File: src/rtl/core_pkg.sv
// Shared types for the RV32I core pipeline control: operand widths, forwarding
// select encoding and hazard sequencer states.
package core_pkg;
  typedef logic [31:0] data32_t;
  typedef logic [4:0]  data5_t;
  typedef logic [1:0]  data2_t;

  typedef enum logic [1:0] {FWD_REG = 2'd0, FWD_MEM = 2'd1, FWD_WB = 2'd2} fwd_sel_e;
  typedef enum logic {HZ_RUN = 1'b0, HZ_STALL = 1'b1} hz_state_e;

  localparam data5_t REG_ZERO = 5'd0;
endpackage

File: src/rtl/hazard_controller_forward_unit.sv
// Combinational EX operand forwarding selects and ID register-read bypass.
// A loading instruction in MEM has no data yet, so it never forwards from MEM.
module forward_unit
  import core_pkg::*;
(
  input  data5_t rs1_ex,
  input  data5_t rs2_ex,
  input  data5_t rs1_id,
  input  data5_t rs2_id,
  input  data5_t rd_mem,
  input  logic   load_mem,
  input  logic   im_to_rf_mem,
  input  data5_t rd_wb,
  input  logic   im_to_rf_wb,
  output data2_t forward_a_sel,
  output data2_t forward_b_sel,
  output logic   bypass_rs1_id,
  output logic   bypass_rs2_id
);
  logic mem_wr, wb_wr;

  assign mem_wr = im_to_rf_mem & ~load_mem & (rd_mem != REG_ZERO);
  assign wb_wr  = im_to_rf_wb & (rd_wb != REG_ZERO);

  function automatic data2_t sel_of(input data5_t rs, input logic m, input logic w,
                                    input data5_t rdm, input data5_t rdw);
    fwd_sel_e s;
    s = FWD_REG;
    if (m && rdm == rs)      s = FWD_MEM;
    else if (w && rdw == rs) s = FWD_WB;
    return data2_t'(s);
  endfunction

  assign forward_a_sel = sel_of(rs1_ex, mem_wr, wb_wr, rd_mem, rd_wb);
  assign forward_b_sel = sel_of(rs2_ex, mem_wr, wb_wr, rd_mem, rd_wb);
  assign bypass_rs1_id = wb_wr & (rd_wb == rs1_id);
  assign bypass_rs2_id = wb_wr & (rd_wb == rs2_id);
endmodule

File: src/rtl/hazard_controller.sv
// 5-stage pipeline sequencer: load-use stalls, MEM-resolved redirect flushes,
// forwarding selects. HAZARD_PERF_CNT_EN enables stall/flush performance counters.
module hazard_controller
  import core_pkg::*;
#(
  parameter int LOAD_STALL_CYCLES = 1,
  parameter int XLEN              = 32
) (
  input  logic            clk,
  input  logic            rst,
  input  logic [4:0]      rs1_id,
  input  logic [4:0]      rs2_id,
  input  logic [4:0]      rs1_ex,
  input  logic [4:0]      rs2_ex,
  input  logic [4:0]      rd_ex,
  input  logic            load_ex,
  input  logic            im_to_rf_ex,
  input  logic [4:0]      rd_mem,
  input  logic            load_mem,
  input  logic            im_to_rf_mem,
  input  logic [4:0]      rd_wb,
  input  logic            im_to_rf_wb,
  input  logic            redirect_mem,
  output logic            pc_en,
  output logic            if_id_en,
  output logic            if_id_flush,
  output logic            id_ex_flush,
  output logic            ex_mem_flush,
  output logic [1:0]      forward_a_sel,
  output logic [1:0]      forward_b_sel,
  output logic            bypass_rs1_id,
  output logic            bypass_rs2_id,
  output logic [XLEN-1:0] stall_count,
  output logic [XLEN-1:0] flush_count
);
  // First stall cycle happens in RUN, so STALL covers the remaining ones.
  localparam logic [2:0] CNT_INIT = (LOAD_STALL_CYCLES > 1) ? 3'(LOAD_STALL_CYCLES - 2) : 3'd0;
  localparam bit MULTI = (LOAD_STALL_CYCLES > 1);

  hz_state_e  state_q, state_d;
  logic [2:0] cnt_q, cnt_d;
  logic       load_use;
  data2_t     fa, fb;
  logic       b1, b2;

  assign load_use = load_ex & im_to_rf_ex & (rd_ex != REG_ZERO) &
                    ((rd_ex == rs1_id) | (rd_ex == rs2_id));

  forward_unit u_fwd (
    .rs1_ex(rs1_ex), .rs2_ex(rs2_ex), .rs1_id(rs1_id), .rs2_id(rs2_id),
    .rd_mem(rd_mem), .load_mem(load_mem), .im_to_rf_mem(im_to_rf_mem),
    .rd_wb(rd_wb), .im_to_rf_wb(im_to_rf_wb),
    .forward_a_sel(fa), .forward_b_sel(fb),
    .bypass_rs1_id(b1), .bypass_rs2_id(b2)
  );

  always_comb begin
    state_d       = state_q;
    cnt_d         = cnt_q;
    pc_en         = 1'b1;
    if_id_en      = 1'b1;
    if_id_flush   = 1'b0;
    id_ex_flush   = 1'b0;
    ex_mem_flush  = 1'b0;
    forward_a_sel = fa;
    forward_b_sel = fb;
    bypass_rs1_id = b1;
    bypass_rs2_id = b2;
    if (rst) begin
      pc_en         = 1'b0;
      if_id_en      = 1'b0;
      if_id_flush   = 1'b1;
      id_ex_flush   = 1'b1;
      ex_mem_flush  = 1'b1;
      forward_a_sel = 2'd0;
      forward_b_sel = 2'd0;
      bypass_rs1_id = 1'b0;
      bypass_rs2_id = 1'b0;
      state_d       = HZ_RUN;
      cnt_d         = 3'd0;
    end else if (redirect_mem) begin
      if_id_flush  = 1'b1;
      id_ex_flush  = 1'b1;
      ex_mem_flush = 1'b1;
      state_d      = HZ_RUN;
    end else if (state_q == HZ_STALL) begin
      pc_en       = 1'b0;
      if_id_en    = 1'b0;
      id_ex_flush = 1'b1;
      if (cnt_q == 3'd0) state_d = HZ_RUN;
      else               cnt_d   = cnt_q - 3'd1;
    end else if (load_use) begin
      pc_en       = 1'b0;
      if_id_en    = 1'b0;
      id_ex_flush = 1'b1;
      if (MULTI) begin
        state_d = HZ_STALL;
        cnt_d   = CNT_INIT;
      end
    end
  end

  always_ff @(posedge clk) begin
    state_q <= state_d;
    cnt_q   <= cnt_d;
  end

`ifdef HAZARD_PERF_CNT_EN
  logic [XLEN-1:0] stall_cnt_q, flush_cnt_q;
  always_ff @(posedge clk) begin
    if (rst) begin
      stall_cnt_q <= '0;
      flush_cnt_q <= '0;
    end else begin
      if (!pc_en)       stall_cnt_q <= stall_cnt_q + 1'b1;
      if (redirect_mem) flush_cnt_q <= flush_cnt_q + 1'b1;
    end
  end
  assign stall_count = stall_cnt_q;
  assign flush_count = flush_cnt_q;
`else
  assign stall_count = '0;
  assign flush_count = '0;
`endif
endmodule

File: config.mk
export PLATFORM = sky130hd
export DESIGN_NAME = hazard_controller
export DESIGN_NICKNAME = d
export VERILOG_FILES = /design/src/rtl/core_pkg.sv /design/src/rtl/hazard_controller_forward_unit.sv /design/src/rtl/hazard_controller.sv
export SDC_FILE = /design/constraint.sdc
export NUM_CORES = 1
export LEC_CHECK = 0
export CAP_MARGIN = 15
export CORE_AREA = 2 2 71 73
export DETAILED_ROUTE_END_ITERATION = 7
export DIE_AREA = 0 0 73 75
export PLACE_DENSITY = 0.73
export SETUP_SLACK_MARGIN = 0.1
export SYNTH_ARGS = -nofsm -noshare
export SYNTH_HDL_FRONTEND = slang
export SYNTH_SLANG_ARGS = --single-unit
File: constraint.sdc
create_clock -name clk -period 1.6 [get_ports clk]
set_input_delay 0.32 -clock clk [delete_from_list [all_inputs] [get_ports clk]]
set_output_delay 0.32 -clock clk [all_outputs]
set_load 0.02 [all_outputs]
==> qor.yml, run 1 <==
die:
  initial_core_util_pct: 27.1
  coreArea_um2: 4660
  die_x_um: 73
  num_rows: 25
  die-area_um2: 5480
  die_y_um: 75
  num_io_pins: 118
timing:
  worst_slack_ns: -0.246
  max_clock_freq_ghz: 0.542
  finClkSkew_ns: 0.00249
  post-route-period-util_pct: 115
  final-setup-viol-count: 8
  min_period_ns: 1.85
  maxSlewViolCount: 0
  rsz0062_at_grt: "true"
  whs_ns: 0.496
  timing.final.hold_violations: 0
  setup_tns_ns: -1.57
global_route:
  grt_start_max_net_pins: 6
  overflow: 0
  grt_pass1_wl_mm: 4.82
  grt_pass1_vias: 1053
  grt_usage_pct: 11.3
  antenna_found_initial: 0
critical_path:
  rr_startpoint: "cnt_q[0]"
  crit_path_end_kind: "output port"
  cp_num_buf_inv: 2
  endpoint: "if_id_en"
  worstPathCellList: "dlygate4sd2_1 -> xor2_1 -> nor3_2 -> a22oi_2 -> o311a_1 -> buf_6"
  worst_path_max_delay_cell: "o311a_1"
  critical_path.top_delay_family: "compound AO/OA/AOI/OAI gates"
  cpPeakStageDelay_ns: 0.37
  crit_path_start_kind: "input port"
  crit_arrival_ns: 1.53
  r2r_setup_slack_ns: 0.33
  rr_worst_depth: 6
  cp_max_fo: 2
  r2r-end: "cnt_q[1]"
  crit_required_ns: 1.28
  cp-startpoint: "rs2_id[4]"
  critical_path_class: "in -> out"
  path_depth: 6
clock_tree:
  htreeDepth: 1
  cts_inserted_buffers: 3
  clock_sinks: 4
  cts_root_buf: "clkbuf_8"
  clk_pin_slew_ns: 0.03
  cts.path.max_buffers: 2
  clk_latency_ns: 0.22
  cts_tree: "built"
finish:
  diodes: 0
  multiInputGateArea_um2: 1020
  n_fill_cell: 488
  regArea_um2: 80.1
  layout.nets: 295
  finish.utilization_pct: 41.2
  drive_gt1_share_pct: 38.3
  syn2layout_area_growth_pct: 52.4
  design_area_um2: 1920
run_status:
  status: "complete, but fails checks"
  violations: "negative setup slack"
power:
  p_sw_share_pct: 42.5
  pwr-share-seq_pct: 12.5
  internal-power_mw: 0.463
  p_sw_mw: 0.342
  p_comb_share_pct: 61.4
  powerDensity_nw_per_um2: 419
  cellLeakagePower_nw: 0.949
  peakVddDrop_uv: 447
  p_clk_share_pct: 26.1
logic_synthesis:
  syn_inst: 165
  ys_types: 30
  ys_seq_elements: 4
  synth_top_cells_by_area: "buf_4, xor2_1, xnor2_1"
  netlist_area_um2: 1260
  avgSynthCellArea_um2: 7.64
  yosys.area.top_type: "buf_4"
  ys_seq_area_share_pct: 6.35
  yosys_warnings: 0
  synth_top_area_share_pct: 39.3
drt:
  drc_errors: 0
  first_pass_iters: 4
  wl_per_cell_um: 10.7
  ant_nets: 0
  vias_per_cell: 3.81
  drt_iter0_markers: 14
  drt-total-wl_mm: 3.23
  vias: 1152
placed_design:
  dpl_cell_area_um2: 1850
  dp_hpwl_mm: 2.75
  gp_congestion: 0.702
  io_buffers: 53
  dp_slack_ns: -1.01
job:
  cap_violations: 0
min_path:
  holdCritPathClass: "reg -> reg"
[layer usage]
layer	track usage, %	vias to the layer above	share of wire (%)
met2	19.4	65	53
met5	0	-	0
met1	13.9	512	39
met4	2.47	0	0.93
li1	-	573	-
met3	3.21	2	6.7
[logic make-up (layout without fill, tap and decap cells)]
kind of cell	after synthesis	after routing	synth area share, %
AO/OA/AOI/OAI	11	11	6.65
buffers and inverters	76	96	43.2
other	1	64	0.297
flip-flops	4	4	6.35
AND/OR/NAND/NOR	30	30	13.1
XOR/XNOR	41	41	28.5
adder cells (fa/ha/maj)	2	2	1.98
[cells in the mapped netlist]
library cell  number
o211ai_2           1
xor2_1            22
o31a_1             2
a22oi_1            1
a31oi_1            1
nand2b_1           2
nor4_1             6
xnor2_1           19
o21ai_0            1
nand2_1            1
o211ai_1           1
nand3_1            4
or4_4              1
buf_2              3
nor2_1             8
a211oi_1           1
nand4_1            2
dfxtp_1            4
buf_6              1
ha_1               2
inv_1              5
and2_1             1
or4_1              1
a21oi_1            2
conb_1             1
nor3_1             3
buf_4             66
nor4b_1            1
clkbuf_1           1
o311a_1            1
[repair_timing]
item,CTS,global route
pin swaps,22,14
buffers inserted,1,0
setup endpoints to repair,11,9
hold buffers,0,0
resized for setup,184,20
[worst min path at each step]
stage          endpoint  depth (start not counted)  startpoint
2_1_floorplan  cnt_q[0]                          1         rst
3_3_place_gp   cnt_q[1]                          2    cnt_q[1]
3_5_place_dp   cnt_q[1]                          2    cnt_q[1]
4_1_cts        cnt_q[1]                          2    cnt_q[1]
5_1_grt        cnt_q[1]                          2    cnt_q[1]
6_report       cnt_q[1]                          2    cnt_q[1]
[area by class of cell]
type	count	share of cell area (%)
multi-input cells	148	52.9
repair buffers	88	36.3
flip-flops and latches	4	4.17
well taps	54	3.52
clock buffers	3	2.15
inverters	5	0.977
[through the flow]
step | cells | total power [mW]
6_report | 302 | 0.805
5_1_grt | 302 | 0.866
4_1_cts | 302 | 0.793
3_5_place_dp | 298 | 0.585
3_3_place_gp | 298 | 0.581
2_1_floorplan | 228 | 0.490
[worst min-delay path, stage by stage (launching register included)]
cell	delay, ns
dfxtp_1	0.29
nor2_1	0.10
a211oi_1	0.05
[power groups by stage]
stage | registers (mW) | clock network [mW] | logic (mW)
6_report | 0.100 | 0.210 | 0.495
5_1_grt | 0.100 | 0.231 | 0.535
4_1_cts | 0.100 | 0.215 | 0.478
3_5_place_dp | 0.102 | 0 | 0.483
3_3_place_gp | 0.102 | 0 | 0.479
2_1_floorplan | 0.102 | 0 | 0.389
[state kept, by name (all words and copies together), names as in the netlist]
name	flops
cnt_q	3
state_q	1
[cell usage in the layout, fill, tap and decap left out, types with 2 or more instances in the layout]
cell | netlist | final
buf_2 | 3 | 18
xor2_1 | 22 | 20
clkbuf_2 | 0 | 3
xor2_2 | 0 | 2
or4_4 | 1 | 2
nand3_1 | 4 | 4
clkbuf_8 | 0 | 3
buf_6 | 1 | 16
xnor2_2 | 0 | 5
inv_1 | 5 | 4
o31a_1 | 2 | 2
conb_1 | 1 | 64
nand4_1 | 2 | 2
xnor2_1 | 19 | 14
clkdlybuf4s15_1 | 0 | 3
nor2_1 | 8 | 8
nor4_2 | 0 | 4
nor3_2 | 0 | 3
dlygate4sd2_1 | 0 | 13
dfxtp_1 | 4 | 4
clkdlybuf4s50_1 | 0 | 2
buf_4 | 66 | 33
ha_1 | 2 | 2
Note: power is estimated with default switching activity, not from simulation.
==> run 2, diff against run 1 <==
--- a/config.mk
+++ b/config.mk
@@ -6,9 +6,9 @@
 export NUM_CORES = 1
 export LEC_CHECK = 0
 export CAP_MARGIN = 15
-export CORE_AREA = 2 2 71 73
+export CORE_AREA = 8 8 77 79
 export DETAILED_ROUTE_END_ITERATION = 7
-export DIE_AREA = 0 0 73 75
+export DIE_AREA = 0 0 85 87
 export PLACE_DENSITY = 0.73
 export SETUP_SLACK_MARGIN = 0.1
 export SYNTH_ARGS = -nofsm -noshare
==> qor.yml, run 2 (synthesis gave the netlist of run 1 again) <==
run_status:
  status: "complete, but fails checks"
  violations: "negative setup slack"
min_path:
  min_path_cells: 2  # unchanged
  holdCritPathClass: "reg -> reg"
critical_path:
  rr_worst_depth: 6  # unchanged
  crit_path_end_kind: "output port"
  crit_required_ns: 1.28  # about the same
  critical_path_class: "in -> out"
  crit_path_start_kind: "input port"
  crit_arrival_ns: 1.53  # about the same
  cp_max_fo: 3  # +1
global_route:
  grt_usage_pct: 9.33  # -1.9 points
  overflow: 0  # unchanged
  antenna_found_initial: 0  # unchanged
  grt_pass1_vias: 1263  # +20%
  grt_start_max_net_pins: 6  # unchanged
  grt_pass1_wl_mm: 5.68  # +18%
timing:
  maxSlewViolCount: 0  # unchanged
  finClkSkew_ns: 0.000912  # -0.00158 ns
  rsz0062_at_grt: "true"
  max_clock_freq_ghz: 0.540  # -0.34%
  whs_ns: 0.502  # +0.00630 ns
  post-route-period-util_pct: 116  # +0.40 points
  worst_slack_ns: -0.252  # -0.00636 ns
  timing.final.hold_violations: 0  # unchanged
  min_period_ns: 1.85  # +0.00636 ns
  final-setup-viol-count: 8  # unchanged
finish:
  layout.nets: 294  # -0.34%
  diodes: 0  # unchanged
  top_regs: "cnt_q (3), state_q (1)"
  largest_reg_flops: 3  # unchanged
  final_cell_mix: "conb_1, buf_4, buf_6"
  regMostFlops: "cnt_q"
  syn2layout_area_growth_pct: 56.3
  final_common_cell: "conb_1"
  stdcell_count: 303  # +0.33%
  n_fill_cell: 493  # +1.0%
  drive_gt1_share_pct: 40.9  # +2.6 points
drt:
  drt-total-wl_mm: 4.00  # +24%
  vias_per_cell: 3.83  # +0.45%
  ant_nets: 0  # unchanged
  wl_per_cell_um: 13.2  # +24%
  drc_errors: 0  # unchanged
  first_pass_iters: 3  # -1
  drt_iter0_markers: 12  # -2
  vias: 1161  # +0.78%
power:
  peakVddDrop_uv: 223  # -50%
  pwr-share-seq_pct: 12.1  # -0.4 points
  p_comb_share_pct: 62.5  # +1.1 points
  p_sw_share_pct: 42.8  # +0.35 points
  power_mw: 0.828  # +2.8%
  p_clk_share_pct: 25.4  # -0.7 points
  internal-power_mw: 0.473  # +2.2%
  powerDensity_nw_per_um2: 420  # +0.21%
  cellLeakagePower_nw: 0.962  # +1.3%
  p_sw_mw: 0.354  # +3.7%
placed_design:
  io_buffers: 53  # unchanged
  gp_congestion: 0.773  # +10%
  dp_hpwl_mm: 3.42  # +24%
  dp_cells: 297  # -0.34%
clock_tree:
  cts_tree: "built"
  htreeDepth: 1  # unchanged
  cts.path.max_buffers: 2  # unchanged
  clock_sinks: 4  # unchanged
  cts_inserted_buffers: 3  # unchanged
  ctsHoldBuffers: 0  # unchanged
  clk_latency_ns: 0.21  # about the same
  clk_pin_slew_ns: 0.03  # about the same
  cts_root_buf: "clkbuf_8"
die:
  initial_core_util_pct: 26.0  # -1.0 points
  die_y_um: 87  # +16%
  die-area_um2: 7400  # +35%
  num_rows: 26  # +4.0%
  die_x_um: 85  # +16%
  coreArea_um2: 4850  # +4.0%
  num_io_pins: 118  # unchanged
job:
  cap_violations: 0  # unchanged
[run 2: final timing paths]
path / from / endpoint / slack (ns)
max: rd_wb[0] / forward_a_sel[1] / -0.25
min: cnt_q[1] / cnt_q[1] / 0.50
max reg2reg: cnt_q[0] / cnt_q[1] / 0.36
min reg2reg: cnt_q[1] / cnt_q[1] / 0.50
[run 2: cell type report]
cell class / instances / area [µm²] / share of cell area (%)
timing repair buffer: 87 / 723 / 36.7
clock buffer: 3 / 41.3 / 2.09
tap: 56 / 70.1 / 3.55
inverter: 5 / 18.8 / 0.952
sequential: 4 / 80.1 / 4.06
multi-input combinational: 148 / 1040 / 52.7
[run 2: worst max-delay path: stages]
cell and delay [ns]:
buf_8 0.10, or4_4 0.53, o211ai_4 0.23, nor4_2 0.08, o31a_1 0.13, buf_6 0.14
[run 2: stage by stage]
| step | utilization (%) | TNS (ns) | area (µm²) | setup slack (ns) |
|---|---|---|---|---|
| after floorplan | - | -0.655 | 1530 | -0.201 |
| after global placement | 37.8 | -9.74 | 1830 | -1.06 |
| after detailed placement | 37.8 | -9.91 | 1830 | -1.09 |
| after CTS | 40.3 | -1.82 | 1950 | -0.277 |
| after global routing | 40.7 | -2.03 | 1970 | -0.311 |
| final | 40.7 | -1.60 | 1970 | -0.252 |
[run 2: what timing repair did]
action	CTS	global route
resized for setup	199	25
buffers inserted	2	1
pin swaps	24	18
setup endpoints to repair	11	9
endpoints found under the hold margin	0	0
[run 2: power groups by stage]
stage	clock, mW	combinational [mW]	sequential (mW)
floorplan	0	0.389	0.102
global placement	0	0.474	0.102
detailed placement	0	0.479	0.102
CTS	0.215	0.496	0.100
global route	0.225	0.553	0.100
finish	0.210	0.517	0.100
[run 2: per-layer routing]
metal / vias to the layer above / GRT usage [%] / share of wire (%)
li1: 568 / - / -
met1: 527 / 10.4 / 40
met2: 66 / 16.8 / 51
met3: 0 / 3.30 / 9.5
met4: 0 / 1.46 / 0
met5: - / 0 / 0
==> run 3, diff against run 2 <==
--- a/config.mk
+++ b/config.mk
@@ -9,6 +9,7 @@
 export CORE_AREA = 8 8 77 79
 export DETAILED_ROUTE_END_ITERATION = 7
 export DIE_AREA = 0 0 85 87
+export GPL_ROUTABILITY_DRIVEN = 1
 export PLACE_DENSITY = 0.73
 export SETUP_SLACK_MARGIN = 0.1
 export SYNTH_ARGS = -nofsm -noshare
==> results of run 3 <==
Final layout, timing and power as in run 2 (identical DEF).
